==> src/rtl/fpmul_issue_arb_if.sv <==
// Bundle between the fpmul issue arbiter and its environment: requesters,
// the shared multiplier and the result consumer.
interface fpmul_issue_arb_if #(
    parameter int NREQ = 4,
    parameter int TAGW = 4
);
    localparam int IDW = $clog2(NREQ);

    logic [NREQ-1:0]            req_valid;
    logic [NREQ-1:0]            req_ready;
    logic [NREQ-1:0][32:0]      req_A;
    logic [NREQ-1:0][32:0]      req_B;
    logic [NREQ-1:0]            req_copyA;
    logic [NREQ-1:0][2:0]       req_rmode;
    logic [NREQ-1:0][TAGW-1:0]  req_tag;
    logic                       flush;

    logic [32:0]                mul_A;
    logic [32:0]                mul_B;
    logic                       mul_copyA;
    logic [2:0]                 mul_rmode;
    logic                       mul_en;
    logic [32:0]                mul_res;
    logic [10:0]                mul_raise;

    logic                       res_valid;
    logic                       res_ready;
    logic [32:0]                res_data;
    logic [10:0]                res_raise;
    logic [IDW-1:0]             res_req_id;
    logic [TAGW-1:0]            res_tag;
    logic                       busy;

    modport master (
        output req_valid, req_A, req_B, req_copyA, req_rmode, req_tag, flush,
               mul_res, mul_raise, res_ready,
        input  req_ready, mul_A, mul_B, mul_copyA, mul_rmode, mul_en,
               res_valid, res_data, res_raise, res_req_id, res_tag, busy
    );

    modport slave (
        input  req_valid, req_A, req_B, req_copyA, req_rmode, req_tag, flush,
               mul_res, mul_raise, res_ready,
        output req_ready, mul_A, mul_B, mul_copyA, mul_rmode, mul_en,
               res_valid, res_data, res_raise, res_req_id, res_tag, busy
    );
endinterface

==> src/rtl/fpmul_issue_arb.sv <==
// Round-robin issue of NREQ requesters into one fixed-latency FP multiplier,
// with in-flight tracking and a credit-protected result FIFO.
module fpmul_issue_arb #(
    parameter int NREQ       = 4,
    parameter int LAT        = 2,
    parameter int FIFO_DEPTH = 4,
    parameter int TAGW       = 4
) (
    input logic clk,
    input logic rst,
    fpmul_issue_arb_if.slave bus
);
    localparam int IDW = $clog2(NREQ);
    localparam int AW  = $clog2(FIFO_DEPTH);
    localparam int CW  = AW + 1;

    typedef struct packed {
        logic [32:0]     res;
        logic [10:0]     raise;
        logic [IDW-1:0]  id;
        logic [TAGW-1:0] tag;
    } ent_t;

    logic [IDW-1:0]             ptr;
    logic [LAT-1:0]             vld_pipe;
    logic [LAT-1:0][IDW-1:0]    id_pipe;
    logic [LAT-1:0][TAGW-1:0]   tag_pipe;
    ent_t                       mem [FIFO_DEPTH];
    logic [AW-1:0]              rd_ptr, wr_ptr;
    logic [CW-1:0]              fifo_cnt, infl_cnt;
    logic                       can_issue, gnt_any, fifo_wr, fifo_rd;
    logic [NREQ-1:0]            gnt;
    logic [IDW-1:0]             gnt_id;
    ent_t                       head;

    always_comb begin
        infl_cnt = '0;
        for (int s = 0; s < LAT; s++) infl_cnt = infl_cnt + CW'(vld_pipe[s]);
    end

    // Registered counts only: a same-cycle pop does not free a credit.
    assign can_issue = rst & ~bus.flush &
        (((CW+1)'(fifo_cnt) + (CW+1)'(infl_cnt)) < (CW+1)'(FIFO_DEPTH));

    always_comb begin
        int idx;
        gnt     = '0;
        gnt_id  = '0;
        gnt_any = 1'b0;
        idx     = 0;
        for (int k = 0; k < NREQ; k++) begin
            idx = int'(ptr) + k;
            if (idx >= NREQ) idx = idx - NREQ;
            if (can_issue && !gnt_any && bus.req_valid[idx]) begin
                gnt_any     = 1'b1;
                gnt[idx]    = 1'b1;
                gnt_id      = IDW'(idx);
            end
        end
    end

    assign bus.req_ready = gnt;
    assign bus.mul_en    = gnt_any;
    assign bus.mul_A     = gnt_any ? bus.req_A[gnt_id]     : '0;
    assign bus.mul_B     = gnt_any ? bus.req_B[gnt_id]     : '0;
    assign bus.mul_copyA = gnt_any & bus.req_copyA[gnt_id];
    assign bus.mul_rmode = gnt_any ? bus.req_rmode[gnt_id] : '0;

    always_ff @(posedge clk or negedge rst) begin
        if (!rst)         ptr <= '0;
        else if (gnt_any) ptr <= (gnt_id == IDW'(NREQ-1)) ? '0 : gnt_id + 1'b1;
    end

    always_ff @(posedge clk or negedge rst) begin
        if (!rst) begin
            vld_pipe <= '0;
            id_pipe  <= '0;
            tag_pipe <= '0;
        end else begin
            vld_pipe[0] <= gnt_any;
            id_pipe[0]  <= gnt_id;
            tag_pipe[0] <= bus.req_tag[gnt_id];
            for (int s = 1; s < LAT; s++) begin
                vld_pipe[s] <= vld_pipe[s-1] & ~bus.flush;
                id_pipe[s]  <= id_pipe[s-1];
                tag_pipe[s] <= tag_pipe[s-1];
            end
        end
    end

    // Last tracking stage lines up with mul_res/mul_raise.
    assign fifo_wr = vld_pipe[LAT-1] & ~bus.flush;
    assign fifo_rd = bus.res_valid & bus.res_ready & ~bus.flush;

    always_ff @(posedge clk) begin
        if (fifo_wr)
            mem[wr_ptr] <= '{res: bus.mul_res, raise: bus.mul_raise,
                             id: id_pipe[LAT-1], tag: tag_pipe[LAT-1]};
    end

    always_ff @(posedge clk or negedge rst) begin
        if (!rst) begin
            rd_ptr   <= '0;
            wr_ptr   <= '0;
            fifo_cnt <= '0;
        end else if (bus.flush) begin
            rd_ptr   <= '0;
            wr_ptr   <= '0;
            fifo_cnt <= '0;
        end else begin
            if (fifo_wr) wr_ptr <= wr_ptr + 1'b1;
            if (fifo_rd) rd_ptr <= rd_ptr + 1'b1;
            case ({fifo_wr, fifo_rd})
                2'b10:   fifo_cnt <= fifo_cnt + 1'b1;
                2'b01:   fifo_cnt <= fifo_cnt - 1'b1;
                default: fifo_cnt <= fifo_cnt;
            endcase
        end
    end

    assign head           = mem[rd_ptr];
    assign bus.res_valid  = (fifo_cnt != '0);
    assign bus.res_data   = head.res;
    assign bus.res_raise  = head.raise;
    assign bus.res_req_id = head.id;
    assign bus.res_tag    = head.tag;
    assign bus.busy       = (infl_cnt != '0) | (fifo_cnt != '0);
endmodule
==> src/flat_wrapper.sv <==
// flat-port wrapper written by rule: the top's interface ports become plain ports
module fpmul_issue_arb_flat 
#(
    parameter int NREQ       = 4,
    parameter int LAT        = 2,
    parameter int FIFO_DEPTH = 4,
    parameter int TAGW       = 4
)
  (clk, rst, bus_req_valid, bus_req_A, bus_req_B, bus_req_copyA, bus_req_rmode, bus_req_tag, bus_flush, bus_mul_res, bus_mul_raise, bus_res_ready, bus_req_ready, bus_mul_A, bus_mul_B, bus_mul_copyA, bus_mul_rmode, bus_mul_en, bus_res_valid, bus_res_data, bus_res_raise, bus_res_req_id, bus_res_tag, bus_busy);
  fpmul_issue_arb_if #(.NREQ(NREQ), .TAGW(TAGW)) bus_i ();
  input logic clk;
  input logic rst;
  input wire logic [$bits(bus_i.req_valid)-1:0] bus_req_valid;
  input wire logic [$bits(bus_i.req_A)-1:0] bus_req_A;
  input wire logic [$bits(bus_i.req_B)-1:0] bus_req_B;
  input wire logic [$bits(bus_i.req_copyA)-1:0] bus_req_copyA;
  input wire logic [$bits(bus_i.req_rmode)-1:0] bus_req_rmode;
  input wire logic [$bits(bus_i.req_tag)-1:0] bus_req_tag;
  input wire logic [$bits(bus_i.flush)-1:0] bus_flush;
  input wire logic [$bits(bus_i.mul_res)-1:0] bus_mul_res;
  input wire logic [$bits(bus_i.mul_raise)-1:0] bus_mul_raise;
  input wire logic [$bits(bus_i.res_ready)-1:0] bus_res_ready;
  output wire logic [$bits(bus_i.req_ready)-1:0] bus_req_ready;
  output wire logic [$bits(bus_i.mul_A)-1:0] bus_mul_A;
  output wire logic [$bits(bus_i.mul_B)-1:0] bus_mul_B;
  output wire logic [$bits(bus_i.mul_copyA)-1:0] bus_mul_copyA;
  output wire logic [$bits(bus_i.mul_rmode)-1:0] bus_mul_rmode;
  output wire logic [$bits(bus_i.mul_en)-1:0] bus_mul_en;
  output wire logic [$bits(bus_i.res_valid)-1:0] bus_res_valid;
  output wire logic [$bits(bus_i.res_data)-1:0] bus_res_data;
  output wire logic [$bits(bus_i.res_raise)-1:0] bus_res_raise;
  output wire logic [$bits(bus_i.res_req_id)-1:0] bus_res_req_id;
  output wire logic [$bits(bus_i.res_tag)-1:0] bus_res_tag;
  output wire logic [$bits(bus_i.busy)-1:0] bus_busy;
  assign bus_i.req_valid = bus_req_valid;
  assign bus_i.req_A = bus_req_A;
  assign bus_i.req_B = bus_req_B;
  assign bus_i.req_copyA = bus_req_copyA;
  assign bus_i.req_rmode = bus_req_rmode;
  assign bus_i.req_tag = bus_req_tag;
  assign bus_i.flush = bus_flush;
  assign bus_i.mul_res = bus_mul_res;
  assign bus_i.mul_raise = bus_mul_raise;
  assign bus_i.res_ready = bus_res_ready;
  assign bus_req_ready = bus_i.req_ready;
  assign bus_mul_A = bus_i.mul_A;
  assign bus_mul_B = bus_i.mul_B;
  assign bus_mul_copyA = bus_i.mul_copyA;
  assign bus_mul_rmode = bus_i.mul_rmode;
  assign bus_mul_en = bus_i.mul_en;
  assign bus_res_valid = bus_i.res_valid;
  assign bus_res_data = bus_i.res_data;
  assign bus_res_raise = bus_i.res_raise;
  assign bus_res_req_id = bus_i.res_req_id;
  assign bus_res_tag = bus_i.res_tag;
  assign bus_busy = bus_i.busy;
  fpmul_issue_arb #(.NREQ(NREQ), .LAT(LAT), .FIFO_DEPTH(FIFO_DEPTH), .TAGW(TAGW)) u_core (.clk(clk), .rst(rst), .bus(bus_i));
endmodule
==> config.mk <==
export PLATFORM = sky130hd
export DESIGN_NAME = fpmul_issue_arb_flat
export DESIGN_NICKNAME = d
export VERILOG_FILES = /design/src/rtl/fpmul_issue_arb_if.sv /design/src/rtl/fpmul_issue_arb.sv /design/src/flat_wrapper.sv
export SDC_FILE = /design/constraint.sdc
export NUM_CORES = 1
export LEC_CHECK = 0
export BUFFER_PORTS_ARGS = -buffer_cell sky130_fd_sc_hd__buf_2
export CAP_MARGIN = 40
export CORE_AREA = 8 8 178 180
export DETAILED_ROUTE_END_ITERATION = 7
export DIE_AREA = 0 0 186 188
export PLACE_DENSITY_LB_ADDON = 0.1
export SLEW_MARGIN = 30
export SYNTH_ARGS = -nofsm -noshare
export SYNTH_HDL_FRONTEND = slang
export SYNTH_SLANG_ARGS = --single-unit
==> constraint.sdc <==
create_clock -name clk -period 5.1 [get_ports clk]
set_input_delay 1.02 -clock clk [delete_from_list [all_inputs] [get_ports clk]]
set_output_delay 1.02 -clock clk [all_outputs]
set_load 0.02 [all_outputs]
# Word-level counts from Yosys, hierarchy flattened
# Memory sizes are Yosys's and may differ from the RTL's.
# Index checks and enable logic that the tools add are counted.
dict set report totals {
  regBits 23
  ram_bits 200
  wordCells 130
  n_memories 1
}
# name words width rd rd_ports_with_merged_regs wr line_no
set memory_table {}
lappend memory_table {u_core.mem 4 50 1 0 1 fpmul_issue_arb.sv:28} ;# ent_t mem [FIFO_DEPTH];
dict set report op_classes {
  n_addsub 14
  order_cmp 14
  n_eq_ne 3
  n_mux 58
  bitwise_logic 12
  n_reduce_logical 19
}
# cell n
set op_table {}
lappend op_table {{$bmux 33 s2} 2}
lappend op_table {{$mux 33} 4}
lappend op_table {{$ge 32x1->1 const B} 4}
lappend op_table {{$lt 32x4->1 const B} 4}
lappend op_table {{$mux 32} 4}
lappend op_table {{$ge 32x4->1 const B} 3}
lappend op_table {{$sub 32x4->32 const B} 3}
lappend op_table {{$mux 4} 5}
lappend op_table {{$mux 1} 19}
lappend op_table {{$mux 2} 9}
lappend op_table {{$or 4x4->4} 3}
lappend op_table {{$logic_and 1x1->1} 11}
lappend op_table {{$bmux 1 s2} 5}
lappend op_table {{$mux 3} 3}
lappend op_table {{$reduce_bool 3->1} 3}
lappend op_table {{$bmux 4 s2} 1}
lappend op_table {{$demux 1 s2} 4}
lappend op_table {{$and 1x1->1} 7}
lappend op_table {{$add 2x1->2 const B} 3}
lappend op_table {{$add 2x2->3 const B} 2}
lappend op_table {{$bmux 3 s2} 1}
lappend op_table {{$pmux 3 s2} 1}
lappend op_table {{$add 3x3->4} 1}
lappend op_table {{$eq 2x2->1 const B} 2}
lappend op_table {{13 further kinds} 16}

# Logic depth before layout (Yosys ltp)
# Gate-level depths: netlist (run 1).
dict set report depth {
  ltp_word 22
  ltp_mapped 12
  mapped_depth_nobuf 9
}

# Least setup slack after synthesis (run 1)
# Ideal clock, no wire load.
dict set report synth_path {
  kind {flip-flop to output port}
  from {reg u_core.ptr[1]}
  to {out bus_mul_A[20]}
  t_arrival_ns 3.205
  path_slack_ns 0.875
  stages_incl_launch_ff 13
  cell_sequence {dfrtp_1 > clkbuf_1 > inv_1 > ha_1 > mux4_2 > nor2b_4 > nor2_1 > o32a_1 > buf_2 > buf_6 > buf_6 > mux2i_1 > o22ai_1}
}
dict set report synth_between {
  elab_chain_cells 22
  elab_cells_between_ends 48
  classes_between {add/sub (7); order compare (4); mux (27); reduce/logical (10)}
}
# element line_no
set synth_lines {}
lappend synth_lines {{start: declaration} fpmul_issue_arb.sv:24} ;# logic [IDW-1:0] ptr;
lappend synth_lines {{start signal: assignment} fpmul_issue_arb.sv:71} ;# else if (gnt_any) ptr <= (gnt_id == IDW'(NREQ-1)) ? '0 : gnt_id + 1'b1;
lappend synth_lines {{branches (longest 21 deep; another with $sub 32x4->32)} -}
lappend synth_lines {{$mux 33 (*)} fpmul_issue_arb.sv:64} ;# assign bus.mul_A = gnt_any ? bus.req_A[gnt_id] : '0;
lappend synth_lines {{end: declaration} flat_wrapper.sv:24} ;# output wire logic [$bits(bus_i.mul_A)-1:0] bus_mul_A;
# Every way passes the cells marked *. The select of a mux whose other input is x is not followed.

# Worst setup path after layout (run 1)
dict set report layout_path {
  from {reg u_core.ptr[1]}
  to {out bus_mul_B[11]}
}
dict set report layout_between {
  elab_chain_cells 22
  elab_cells_between_ends 48
  classes_between {add/sub (7); order compare (4); mux (27); reduce/logical (10)}
}
# element line_no
set layout_lines {}
lappend layout_lines {{branches (longest 21 deep; another with $sub 32x4->32)} -}
lappend layout_lines {{$mux 33 (*)} fpmul_issue_arb.sv:65} ;# assign bus.mul_B = gnt_any ? bus.req_B[gnt_id] : '0;
lappend layout_lines {{end: declaration} flat_wrapper.sv:25} ;# output wire logic [$bits(bus_i.mul_B)-1:0] bus_mul_B;
# Marked as above.

==> impl_metrics.ini, run 1 <==
[pwr]
pwr-share-comb_pct = 44.3
p_sw_share_pct = 37.2
p_per_area_nw_per_um2 = 452
cell_internal_pwr_w = 0.00413
clkPwrFrac_pct = 22.7
ir_drop_uv = 218
power_switching_w = 0.00245
fin_total_pwr_w = 0.00658
power.share.sequential_pct = 33.1
p_leak_nw = 6.70

[clocking]
cts_tree = yes
numCtsBuffers = 23
clk_pin_slew_ns = 0.06
cts.sinks = 223
cts_root_buf = clkbuf_16
clk_latency_ns = 0.49
htree_levels = 1
max-clock-path-buffers = 3

[global_route]
antenna_found_initial = 13
grt_overflow = 0
grt_pass1_wl_microns = 58900
grt_usage_pct = 23.3
grt_max_degree = 56
grt_pass1_vias = 8416

[detailed_routing]
via_per_inst = 5.18
ant_nets = 0
wl_met2_microns = 20800
vias = 8029
wl_microns = 42000
routed-wl-met3_microns = 3900
m1WireLength_microns = 16900
drc = 0
drtIter0Drc = 572
firstDrtPassIters = 5
dr.max_layer_used = met5
wl_per_cell_microns = 27.1

[synth]
synth-seq-cells = 223
netlist_area_sq_um = 10700
synth_top_area_share_pct = 56.0
syn_avg_cell_area_sq_um = 16.6
yosysUniqueCellTypes = 36
syn_inst = 646
synthesis.nets = 1010
yosysSeqAreaShare_pct = 61.3
yosys.area.top_type = edfxtp_1
ys_top_cells_by_area = edfxtp_1 56%, mux2i_1 15%, mux4_2 11%, dfrtp_1 5.4%, o22ai_1 4.1%
ys_warn_count = 0

[final_layout]
fin_nets = 1503
layout-drive-gt1-share_pct = 54.2
area_delta_synth_final_pct = 35.7
multi_input_area_sq_um = 3950
seqCellArea_sq_um = 6590
nFillCells = 2595

[job]
cap_violations = 0

[worst_setup_path]
critPathMaxStageDelay_ns = 0.64
crit_fanout = 45
cp-start-kind = flop
path_depth = 11
r2r-start = u_core.ptr[1]$_DFFE_PN0P_
reg2reg_to = u_core.tag_pipe[3]$_DFF_PN0_
cp_data_arrival_time_ns = 3.94
r2r_cells = 10
crit_family = multiplexers
cp_cell_sequence = inv_1 -> ha_2 -> mux4_2 -> nor2b_4 -> nor2_1 -> o32a_2 -> buf_12 -> buf_8 -> mux2i_1 -> o22ai_2 -> buf_4
worstSetupPathType = reg2out
r2r_setup_slack_ns = 1.90
cp.buffers_inverters = 4
slowest_stage = mux4_2
worstPathRequired_ns = 4.08
critPathCaptureType = output port

[floorplan]
io-pin-count = 475
core_sq_um = 29000
rows = 63
initial_core_util_pct = 37.0
die_x_microns = 186
die_y_microns = 188
dieArea_sq_um = 35000

[timing]
finalCritPeriodShare_pct = 97.3
hold_viol_final = 0
setup_viol = 0
worst_pin_slew_ns = 0.695
rsz0062_at_grt = yes
finalClockSkew_ns = 0.00958
fin_ws_ns = 0.139
hold_ws_ns = 0.350
max_freq_ghz = 0.202
relSlewSlack_pct = 53.7
maxSlewViolCount = 0
finalCriticalPeriod_ns = 4.96

[place]
dp_hpwl_microns = 34200
portBuffers = 474
place_ws_ns = 0.107
place_congestion = 0.898

[min_path]
min-delay-start = u_core.id_pipe[0]$_DFF_PN0_
hold_end = u_core.id_pipe[2]$_DFF_PN0_
hold_path_class = reg2reg
whs_path_depth = 0

[status]
outcome = finished, final reports clean
[layer usage]
layer | up-vias | global-route usage [%]
met5 | - | 0
met4 | 4 | 3.36
met3 | 30 | 6.33
met2 | 373 | 38.6
met1 | 3996 | 30.7
li1 | 3626 | -
[metrics by stage]
step,instance area [sq um],std cells,setup TNS [ns],util (%)
after floorplan,10700,646,0,-
after global placement,13700,1498,0,47.1
after detailed placement,13700,1501,0,47.4
after CTS,14400,1541,-0.0433,49.8
after global routing,14600,1548,-0.0434,50.2
final,14600,1551,0,50.2
[synth_stat cells (all sizes together)]
| cell | count |
|---|---|
| a221oi | 5 |
| nor4 | 1 |
| edfxtp | 200 |
| dfrtp | 23 |
| nor2 | 22 |
| a22o | 1 |
| nand3b | 1 |
| nor2b | 1 |
| o21bai | 1 |
| a221o | 1 |
| nand3 | 4 |
| nand4 | 1 |
| nand2 | 7 |
| nor3 | 1 |
| o22ai | 70 |
| xor2 | 3 |
| inv | 10 |
| mux4 | 54 |
| fa | 1 |
| nor4b | 2 |
| clkbuf | 23 |
| o32a | 1 |
| a22oi | 4 |
| xnor2 | 4 |
| a21oi | 1 |
| buf | 25 |
| mux2i | 156 |
| and2 | 4 |
| o21ai | 4 |
| ha | 15 |
[worst max-delay path by stage]
stage / start / endpoint / slack [ns]
after global placement: bus_req_valid[1] / bus_mul_B[0] / 0.11
after CTS: u_core.ptr[1]$_DFFE_PN0P_ / bus_mul_B[24] / -0.03
after detailed placement: bus_req_valid[1] / bus_mul_B[0] / 0.11
after global routing: u_core.ptr[1]$_DFFE_PN0P_ / bus_mul_B[15] / -0.01
final: u_core.ptr[1]$_DFFE_PN0P_ / bus_mul_B[11] / 0.14
after floorplan: u_core.ptr[1]$_DFFE_PN0P_ / bus_mul_A[20] / 0.87
[flip-flops by register name (all words and copies together) (netlist names)]
name / count
u_core.ptr: 2
u_core.rd_ptr: 2
u_core.fifo_cnt: 3
u_core.tag_pipe: 8
u_core.wr_ptr: 2
u_core.id_pipe: 4
u_core.mem: 200
u_core.vld_pipe: 2
[worst reg2reg max path, cell delays in order, from the launching register on]
cell     delay (ns)
dfrtp_1        0.34
inv_1          0.11
ha_2           0.42
mux4_2         0.64
nor2b_4        0.21
nor2_1         0.07
o32a_2         0.36
buf_12         0.20
buf_12         0.28
mux2i_1        0.21
mux2i_1        0.25
[final cells by class]
class                      instances  area share (%)
clock buffer                      31            4.30
multi-input combinational        365            27.2
sequential                       223            45.2
clock inverter                     9           0.292
inverter                          10           0.258
tap                              390            3.35
timing repair buffer             516            19.3
antenna                            7           0.120
[logic make-up (layout without fill, tap and decap cells)]
kind of cell / Yosys count / in the layout / share of synthesized area [%]
flops: 223 / 223 / 61.3
mux: 210 / 210 / 25.9
compound gates: 88 / 88 / 5.34
buf+inv: 58 / 566 / 2.87
simple gates: 44 / 44 / 2.10
fa+ha+maj: 16 / 16 / 1.93
xor+xnor: 7 / 7 / 0.571
other cells: 0 / 7 / 0
[what timing repair did]
action                     CTS  global route
hold buffers                 0             0
setup endpoints to repair    7            11
pin swaps                    0             2
gates resized for setup      8            15
buffers inserted             0             3
[power groups by stage]
stage	clock [W]	combinational [W]	sequential, W
after CTS	0.00153	0.00288	0.00218
after detailed placement	0	0.00286	0.00222
after floorplan	0	0.00183	0.00217
after global placement	0	0.00285	0.00222
after global routing	0.00160	0.00310	0.00219
final	0.00149	0.00291	0.00217
[cells in the final DEF, fill, tap and decap left out, drive strengths merged, types with 2 or more instances in the layout]
| cell | instances |
|---|---|
| a221oi | 5 |
| a22oi | 4 |
| and2 | 4 |
| buf | 516 |
| clkbuf | 31 |
| clkinv | 8 |
| dfrtp | 23 |
| diode | 7 |
| edfxtp | 200 |
| ha | 15 |
| inv | 11 |
| mux2i | 156 |
| mux4 | 54 |
| nand2 | 7 |
| nand3 | 4 |
| nor2 | 22 |
| nor4b | 2 |
| o21ai | 4 |
| o22ai | 70 |
| xnor2 | 4 |
| xor2 | 3 |
Power figures use the tool's default switching activity.
==> run 2: changes to the inputs <==
--- a/config.mk
+++ b/config.mk
@@ -5,7 +5,7 @@
 export SDC_FILE = /design/constraint.sdc
 export NUM_CORES = 1
 export LEC_CHECK = 0
-export BUFFER_PORTS_ARGS = -buffer_cell sky130_fd_sc_hd__buf_2
+export BUFFER_PORTS_ARGS = -buffer_cell sky130_fd_sc_hd__buf_4
 export CAP_MARGIN = 40
 export CORE_AREA = 8 8 178 180
 export DETAILED_ROUTE_END_ITERATION = 7
==> impl_metrics.ini, run 2 (synthesis results as in run 1) <==
[status]
outcome = finished, violations left
violations = negative setup slack

[final_layout]
largest_register_ffs = 200
area_delta_synth_final_pct = 46.6
multi_input_area_sq_um = 3970
fin_util_pct = 54.2
nFillCells = 2500
final_common_cell = buf_4
final_area_sq_um = 15700
regMostFlops = u_core.mem
final_cell_mix = 493 x buf_4, 200 x edfxtp_1, 143 x mux2i_1, 65 x o22ai_1, 54 x mux4_2
layout-drive-gt1-share_pct = 54.4
fin_nets = 1487
top_regs = u_core.mem x200, u_core.tag_pipe x8, u_core.id_pipe x4
seqCellArea_sq_um = 6590

[worst_setup_path]
r2r_cells = 9
cp_data_arrival_time_ns = 4.12
reg2reg_to = u_core.tag_pipe[3]$_DFF_PN0_
cp-start-kind = flop
worstPathRequired_ns = 4.08
critPathCaptureType = output port
crit_fanout = 82
worstSetupPathType = reg2out
r2r_setup_slack_ns = 1.94
r2r-start = u_core.ptr[0]$_DFFE_PN0P_

[detailed_routing]
via_per_inst = 5.17
wl_per_cell_microns = 27.4
firstDrtPassIters = 4
ant_nets = 0
wl_microns = 41900
drtIter0Drc = 604
drc = 0
vias = 7904

[clocking]
cts_tree = yes
cts_root_buf = clkbuf_16
numCtsBuffers = 22
clk_pin_slew_ns = 0.06
clk_latency_ns = 0.50
cts.sinks = 223
cts_setup_buffers = 0
htree_levels = 1
max-clock-path-buffers = 3

[floorplan]
dieArea_sq_um = 35000
initial_core_util_pct = 37.0
rows = 63
die_y_microns = 188
io-pin-count = 475
die_x_microns = 186
core_sq_um = 29000

[timing]
fin_ws_ns = -0.0420
finalCritPeriodShare_pct = 101
setup_viol = 3
worst_pin_slew_ns = 0.710
finalCriticalPeriod_ns = 5.14
max_freq_ghz = 0.194
relSlewSlack_pct = 52.6
hold_viol_final = 0
maxSlewViolCount = 0
rsz0062_at_grt = yes
finalClockSkew_ns = 0.00597

[pwr]
ir_drop_uv = 283
p_per_area_nw_per_um2 = 445
fin_total_pwr_w = 0.00700
p_leak_nw = 7.03

[place]
dp_hpwl_microns = 34100
dpl_cell_area_sq_um = 14800
place_congestion = 0.900
portBuffers = 474

[min_path]
whs_path_depth = 0
hold_end = u_core.id_pipe[2]$_DFF_PN0_
min-delay-start = u_core.id_pipe[0]$_DFF_PN0_
hold_path_class = reg2reg

[global_route]
grt_overflow = 0
grt_usage_pct = 23.1
antenna_found_initial = 1
grt_pass1_vias = 8443
grt_pass1_wl_microns = 58900
grt_max_degree = 83

[job]
cap_violations = 0
run 2: worst max-delay path: stages, from the launching register on:
cell and delay [ns]:
dfrtp_1 0.35, inv_1 0.15, ha_2 0.43, mux4_2 0.65, nor2b_4 0.22, nor2_1 0.07, o32a_2 0.40, buf_12 0.23
mux2i_1 0.49, o22ai_1 0.23, buf_4 0.22
run 2: worst max path at each step:
stage / from / end / slack (ns) / cells past startpoint
6_report: u_core.ptr[0]$_DFFE_PN0P_ / bus_mul_B[28] / -0.04 / 10
5_1_grt: u_core.ptr[0]$_DFFE_PN0P_ / bus_mul_rmode[1] / -0.001 / 10
4_1_cts: u_core.ptr[0]$_DFFE_PN0P_ / bus_mul_B[16] / 0.002 / 10
3_5_place_dp: bus_req_valid[1] / bus_mul_B[16] / 0.22 / 9
3_3_place_gp: bus_req_valid[1] / bus_mul_B[16] / 0.26 / 9
2_1_floorplan: u_core.ptr[1]$_DFFE_PN0P_ / bus_mul_A[20] / 0.87 / 12
run 2: repair_timing:
| item | 4_1_cts | 5_1_grt |
|---|---|---|
| setup endpoints to repair | 5 | 10 |
| resized for setup | 8 | 15 |
| hold buffers | 0 | 0 |
| cloned | 0 | 0 |
run 2: cell type report:
class	instances	area share, %
Sequential cell	223	41.9
Multi-Input combinational cell	365	25.2
Timing Repair Buffer	501	24.6
Clock buffer	25	3.71
Tap cell	390	3.10
Clock inverter	15	1.27
Inverter	10	0.239
Antenna cell	1	0.0159
run 2: where the power goes:
part | internal (W) | leakage [nW] | total (W) | switching (W)
combinational | 0.00138 | 4.55 | 0.00310 | 0.00172
clock | 0.00108 | 0.389 | 0.00173 | 0.000651
sequential | 0.00209 | 2.09 | 0.00218 | 0.0000825
run 2: through the flow:
step	hold slack, ns	std cells	worst slack, ns	TNS [ns]
2_1_floorplan	0.331	646	0.875	0
3_3_place_gp	0.334	1485	0.263	0
3_5_place_dp	0.335	1488	0.216	0
4_1_cts	0.349	1528	0.00196	0
5_1_grt	0.352	1529	-0.00139	-0.00139
6_report	0.347	1530	-0.0420	-0.0713
run 2: routing by layer:
metal,up-vias,wire [microns],global-route usage [%]
met1,3935,16600,29.1
met5,-,13,0
met4,2,339,2.90
li1,3593,-,-
met2,341,21100,38.8
met3,33,3880,8.17
